## src/rtl/afifo_arb_pkg.sv

```systemverilog
// Shared types and helpers for the async-FIFO write-side arbiter.
package afifo_arb_pkg;

  typedef enum logic {
    IDLE   = 1'b0,
    LOCKED = 1'b1
  } arb_state_t;

  localparam int STAT_W = 16;

  function automatic int rr_next(input int ptr, input int nreq);
    return (ptr + 1 >= nreq) ? 0 : ptr + 1;
  endfunction

endpackage

```

## src/rtl/afifo_wr_arbiter_if.sv

```systemverilog
// Requester / FIFO-write bundle; slave = arbiter side, master = producers + FIFO side.
interface afifo_wr_arbiter_if #(
  parameter int NREQ  = 4,
  parameter int DSIZE = 8
);
  import afifo_arb_pkg::*;

  localparam int IDW = $clog2(NREQ);

  logic [NREQ-1:0]        req_valid;
  logic [NREQ-1:0]        req_last;
  logic [NREQ*DSIZE-1:0]  req_data;
  logic [NREQ-1:0]        req_ready;
  logic                   wr_full;
  logic                   wr_inc;
  logic [DSIZE-1:0]       wr_data;
  logic [IDW-1:0]         grant_id;
  logic                   busy;
  logic [NREQ*STAT_W-1:0] stat_beats;
  logic [STAT_W-1:0]      stat_forced;

  modport slave (
    input  req_valid, req_last, req_data, wr_full,
    output req_ready, wr_inc, wr_data, grant_id, busy, stat_beats, stat_forced
  );

  modport master (
    output req_valid, req_last, req_data, wr_full,
    input  req_ready, wr_inc, wr_data, grant_id, busy, stat_beats, stat_forced
  );

endinterface

```

## src/rtl/afifo_rr_pick.sv

```systemverilog
// Circular first-one finder: lowest set bit of i_valid at or after i_ptr, wrapping.
module afifo_rr_pick #(
  parameter int NREQ = 4,
  parameter int IDW  = $clog2(NREQ)
) (
  input  logic [NREQ-1:0] i_valid,
  input  logic [IDW-1:0]  i_ptr,
  output logic [IDW-1:0]  o_pick,
  output logic            o_any
);

  always_comb begin
    int w_idx;
    w_idx  = 0;
    o_pick = i_ptr;
    o_any  = |i_valid;
    // Scan from farthest offset down so the nearest valid requester wins.
    for (int k = NREQ - 1; k >= 0; k--) begin
      w_idx = int'(i_ptr) + k;
      if (w_idx >= NREQ) w_idx = w_idx - NREQ;
      if (i_valid[IDW'(w_idx)]) o_pick = IDW'(w_idx);
    end
  end

endmodule

```

## src/rtl/afifo_wr_arbiter.sv

```systemverilog
// Round-robin, packet-locking arbiter for one async-FIFO write port; zero-latency beats,
// wr_full freezes everything. Counters built only with AFIFO_ARB_STATS_EN defined.
module afifo_wr_arbiter
  import afifo_arb_pkg::*;
#(
  parameter int NREQ      = 4,
  parameter int DSIZE     = 8,
  parameter int MAX_BURST = 4
) (
  input logic               wr_clk,
  input logic               wr_rst,
  afifo_wr_arbiter_if.slave bus
);

  localparam int IDW = $clog2(NREQ);
  localparam int CW  = $clog2(MAX_BURST + 1);

  arb_state_t     r_state;
  logic [IDW-1:0] r_rr_ptr;
  logic [IDW-1:0] r_owner;
  logic [CW-1:0]  r_beat_cnt;

  logic [IDW-1:0] w_pick;
  logic           w_any;
  logic [IDW-1:0] w_sel;
  logic           w_sel_vld;
  logic           w_last;
  logic           w_burst_end;
  logic           w_beat;
  logic           w_release;

  afifo_rr_pick #(.NREQ(NREQ), .IDW(IDW)) u_pick (
    .i_valid (bus.req_valid),
    .i_ptr   (r_rr_ptr),
    .o_pick  (w_pick),
    .o_any   (w_any)
  );

  assign w_sel       = (r_state == LOCKED) ? r_owner : w_pick;
  assign w_sel_vld   = (r_state == LOCKED) ? bus.req_valid[r_owner] : w_any;
  assign w_last      = bus.req_last[w_sel];
  assign w_burst_end = (r_state == LOCKED) ? (int'(r_beat_cnt) + 1 == MAX_BURST)
                                           : (MAX_BURST == 1);
  assign w_beat      = wr_rst && !bus.wr_full && w_sel_vld;
  assign w_release   = w_beat && (w_last || w_burst_end);

  assign bus.wr_inc    = w_beat;
  assign bus.req_ready = w_beat ? (NREQ'(1) << w_sel) : '0;
  assign bus.wr_data   = wr_rst ? bus.req_data[w_sel*DSIZE +: DSIZE] : '0;
  assign bus.busy      = wr_rst && (r_state == LOCKED);
  assign bus.grant_id  = !wr_rst              ? '0      :
                         (r_state == LOCKED)  ? r_owner :
                         w_any                ? w_pick  : r_rr_ptr;

  always_ff @(posedge wr_clk) begin
    if (!wr_rst) begin
      r_state    <= IDLE;
      r_rr_ptr   <= '0;
      r_owner    <= '0;
      r_beat_cnt <= '0;
    end else if (w_beat) begin
      if (w_release) begin
        r_state    <= IDLE;
        r_rr_ptr   <= IDW'(rr_next(int'(w_sel), NREQ));
        r_beat_cnt <= '0;
      end else if (r_state == IDLE) begin
        r_state    <= LOCKED;
        r_owner    <= w_pick;
        r_beat_cnt <= CW'(1);
      end else begin
        r_beat_cnt <= r_beat_cnt + 1'b1;
      end
    end
  end

`ifdef AFIFO_ARB_STATS_EN
  logic [STAT_W-1:0] r_stat_beats [NREQ];
  logic [STAT_W-1:0] r_stat_forced;
  logic              w_forced;

  // A forced release is one ended by the burst limit rather than by req_last.
  assign w_forced = w_beat && !w_last && w_burst_end;

  always_ff @(posedge wr_clk) begin
    if (!wr_rst) begin
      for (int i = 0; i < NREQ; i++) r_stat_beats[i] <= '0;
      r_stat_forced <= '0;
    end else begin
      for (int i = 0; i < NREQ; i++) begin
        if (w_beat && (w_sel == IDW'(i)) && (r_stat_beats[i] != '1))
          r_stat_beats[i] <= r_stat_beats[i] + 1'b1;
      end
      if (w_forced && (r_stat_forced != '1))
        r_stat_forced <= r_stat_forced + 1'b1;
    end
  end

  for (genvar g = 0; g < NREQ; g++) begin : g_stat
    assign bus.stat_beats[g*STAT_W +: STAT_W] = r_stat_beats[g];
  end
  assign bus.stat_forced = r_stat_forced;
`else
  assign bus.stat_beats  = '0;
  assign bus.stat_forced = '0;
`endif

endmodule

```

## src/flat_wrapper.sv

```systemverilog
// flat-port wrapper written by rule: the top's interface ports become plain ports
module afifo_wr_arbiter_flat import afifo_arb_pkg::*;
#(
  parameter int NREQ      = 4,
  parameter int DSIZE     = 8,
  parameter int MAX_BURST = 4
)
  (wr_clk, wr_rst, bus_req_valid, bus_req_last, bus_req_data, bus_wr_full, bus_req_ready, bus_wr_inc, bus_wr_data, bus_grant_id, bus_busy, bus_stat_beats, bus_stat_forced);
  afifo_wr_arbiter_if #(.NREQ(NREQ), .DSIZE(DSIZE)) bus_i ();
  input logic wr_clk;
  input logic wr_rst;
  input wire logic [$bits(bus_i.req_valid)-1:0] bus_req_valid;
  input wire logic [$bits(bus_i.req_last)-1:0] bus_req_last;
  input wire logic [$bits(bus_i.req_data)-1:0] bus_req_data;
  input wire logic [$bits(bus_i.wr_full)-1:0] bus_wr_full;
  output wire logic [$bits(bus_i.req_ready)-1:0] bus_req_ready;
  output wire logic [$bits(bus_i.wr_inc)-1:0] bus_wr_inc;
  output wire logic [$bits(bus_i.wr_data)-1:0] bus_wr_data;
  output wire logic [$bits(bus_i.grant_id)-1:0] bus_grant_id;
  output wire logic [$bits(bus_i.busy)-1:0] bus_busy;
  output wire logic [$bits(bus_i.stat_beats)-1:0] bus_stat_beats;
  output wire logic [$bits(bus_i.stat_forced)-1:0] bus_stat_forced;
  assign bus_i.req_valid = bus_req_valid;
  assign bus_i.req_last = bus_req_last;
  assign bus_i.req_data = bus_req_data;
  assign bus_i.wr_full = bus_wr_full;
  assign bus_req_ready = bus_i.req_ready;
  assign bus_wr_inc = bus_i.wr_inc;
  assign bus_wr_data = bus_i.wr_data;
  assign bus_grant_id = bus_i.grant_id;
  assign bus_busy = bus_i.busy;
  assign bus_stat_beats = bus_i.stat_beats;
  assign bus_stat_forced = bus_i.stat_forced;
  afifo_wr_arbiter #(.NREQ(NREQ), .DSIZE(DSIZE), .MAX_BURST(MAX_BURST)) u_core (.wr_clk(wr_clk), .wr_rst(wr_rst), .bus(bus_i));
endmodule
```

## config.mk

```make
export PLATFORM = sky130hd
export DESIGN_NAME = afifo_wr_arbiter_flat
export DESIGN_NICKNAME = d
export VERILOG_FILES = /design/src/rtl/afifo_arb_pkg.sv /design/src/rtl/afifo_wr_arbiter_if.sv /design/src/rtl/afifo_rr_pick.sv /design/src/rtl/afifo_wr_arbiter.sv /design/src/flat_wrapper.sv
export SDC_FILE = /design/constraint.sdc
export NUM_CORES = 1
export LEC_CHECK = 0
export BUFFER_PORTS_ARGS = -buffer_cell sky130_fd_sc_hd__clkbuf_2
export CAP_MARGIN = 20
export CORE_ASPECT_RATIO = 1.2
export CORE_MARGIN = 8
export CORE_UTILIZATION = 39
export DETAILED_ROUTE_END_ITERATION = 10
export PLACE_DENSITY = 0.88
export SLEW_MARGIN = 20
export SYNTH_ARGS = -nofsm -noshare
export SYNTH_HDL_FRONTEND = slang
export SYNTH_HIERARCHICAL = 1
export SYNTH_SLANG_ARGS = --single-unit
```

## constraint.sdc

```tcl
create_clock -name wr_clk -period 2.67 [get_ports wr_clk]
set_input_delay 0 -clock wr_clk [delete_from_list [all_inputs] [get_ports wr_clk]]
set_output_delay 0 -clock wr_clk [all_outputs]
set_load 0.02 [all_outputs]
```

==> reports/qor.txt <==
outcome = finished, final reports clean
final design utilization = 41.82%
worst-path fanout max = 12
CTS Sinks = 8
Register Area = 160.2 um^2
mapped cell area = 1573 um^2
reg2reg start = u_core/r_rr_ptr[0]
relative slew slack = 35.62%
Die Wd = 73.97 um
Initial DRC Count = 39
Die Y = 85.57 um
hold_buf cts = 0
dpl hpwl = 3487 um
skew final = 0.001883 ns
nets = 296
Worst-Margin Slew = 0.9584 ns
Post-Synthesis Cells = 192
setup_tns = 0 ns
largest net degree at the start of global routing = 21
crit path kind = flop to output port
DR WL/cell = 12.98 um
Yosys top cell by area = buf_4
Seq/Total Area, Yosys = 10.18%
crit path DAT = 2.50 ns
DRT antenna net count = 0
Synth cell types = 39
CP required = 2.67 ns
Clock transition at path regs = 0.04 ns
DIE AREA = 6329 um^2
Inserted Diodes = 0
Hold Startpoint = bus_wr_full
post_cts resized = 1
Multi-input gate area = 1054 um^2
Total Routed Length = 3893 um
ys flop type = dfxtp_1
routability cong. = 0.9227
Yosys warning total = 6
top cells by count, synth = buf_4, and2_1, nand2_1, dfxtp_1, mux4_2
Max VDD drop = 0.0001410 V
Post-CTS Repair Setup Buffers = 0
FILL cells = 426
placed cell count = 297
PD cells = 427.5 nW/um^2
Setup violations, final = 0
LEAKAGE = 0.9252 nW
Crit-path slowest cell = or4_1
DRC viols = 0
DR vias/cell = 4.147
initial antenna violation count = 0
number of flops mapped to enable cells by yosys = 0
Core Rows = 25
cts bufs inserted = 3
PortBufs = 58
Synth top area share = 38.66%
share of the cycle needed by the critical path after routing = 93.80%
Area growth syn-to-layout = 3.978%
fin cells = 300
layout cells sized above 1 = 30.89%
RSZ-0062 raised after global routing = false
Async SR Flop Fraction = 0%
Core ar. = 3910 um^2
drt first pass iters = 6
Critical Path Start = u_core/r_rr_ptr[0]
Max clock buf depth = 2
vias in the first global route = 1264
worst-skew pair later-pin latency = 0.23 ns
GRT overflow = 0
fmax = 0.3993 GHz
Syn Area/Cell = 8.191 um^2
Boundary Pins = 139
root buffer cell = clkbuf_8
Worst Setup Start Kind = flop
Max Cap Viol = 0
most instantiated library cell after synthesis = buf_4
pre-CTS setup slack = 0.1199 ns
Starting Density = 40.22%
Critical Path Max Stage Delay = 0.51 ns
vias = 1244
flops & latches, synth = 8
Final Hold Viols = 0
first-pass GRT wire length = 5616 um
worst setup margin = 0.1656 ns
top post-synthesis cells by area = buf_4, mux4_2, dfxtp_1, and2_1, ha_1
CTS tree = built
Hold WC Path Type = primary input to flop
Tot GR Track Use = 11.15%
crit-path cells = and2b_2, or4_1, nand2_1, nor2b_1, a21oi_2, mux4_2, and2_1, clkbuf_2
Tmin final = 2.504 ns
H-tree depth = 1
fin. max-slew vios = 0
crit end category = output port
state kept, by name (all words and copies together) (netlist names):
register	flops
u_core/r_owner	2
u_core/r_beat_cnt	3
u_core/r_rr_ptr	2
u_core/r_state	1
per-stage QoR:
stage | cell area (um^2) | hold WS, ns | power, mW
2_1_floorplan | 1869 | 0.2546 | 0.5609
3_3_place_gp | 1590 | 0.3783 | 0.5470
3_5_place_dp | 1590 | 0.3718 | 0.5562
4_1_cts | 1635 | 0.1316 | 0.7018
5_1_grt | 1635 | 0.1705 | 0.7491
6_report | 1635 | 0.1381 | 0.6991
kinds of logic after synthesis:
family	Yosys count	synth area share, %
fa+ha+maj	5	3.978
flops	8	10.18
mux	14	15.35
compound gates	21	9.308
simple gates	51	19.01
other cells	1	0.2384
buf+inv	92	41.93
worst max-delay path: cells and delay by family (launching register included):
family | cells | cell delay [ns]
and+or+nand+nor | 5 | 1.25
DFF | 1 | 0.38
muxes | 1 | 0.35
AOI/OAI and AO/OA | 1 | 0.16
buffers and inverters | 1 | 0.15
layout make-up:
cell class / count / share of cell area [%]
multi-input cells: 171 / 64.42
flip-flops and latches: 8 / 9.793
well taps: 54 / 4.132
inverters: 6 / 1.377
clock buffers: 3 / 2.525
repair buffers: 58 / 17.75
final timing paths:
check / to / slack [ns] / cells past startpoint
max: bus_wr_data[2] / 0.17 / 8
min: u_core/r_state / 0.14 / 4
max reg2reg: u_core/r_owner[1] / 0.27 / 9
min reg2reg: u_core/r_beat_cnt[2] / 0.43 / 2
power breakdown:
part	switching (mW)	internal, mW	total, mW	leakage, nW
registers	0.0190	0.132	0.151	0.0653
logic	0.257	0.150	0.407	0.838
clock network	0.0441	0.0973	0.141	0.0216
total	0.320	0.379	0.699	0.925
layer usage:
layer  vias up  routed length (um)  global-route usage [%]
met5         -                   0                       0
met2        81                2191                   21.96
met4         0                  23                   3.825
met1       570                1170                   9.979
met3         2                 508                   3.501
li1        591                   -                       -
layout by cell type, fill, tap and decap left out, types with 2 or more instances in the layout:
master	instances
mux4_2	8
a2bb2oi_1	2
nand2b_1	4
nand2_1	12
nor2_1	2
clkbuf_8	3
and2_1	14
nand3b_1	2
mux2i_1	5
inv_1	6
a211oi_1	2
ha_1	5
a21oi_1	4
clkbuf_2	58
nor2b_1	4
nor3_1	2
and2b_2	2
and2b_1	3
o21ai_0	3
dfxtp_1	8
conb_1	80
Note: power is estimated with default switching activity, not from simulation.
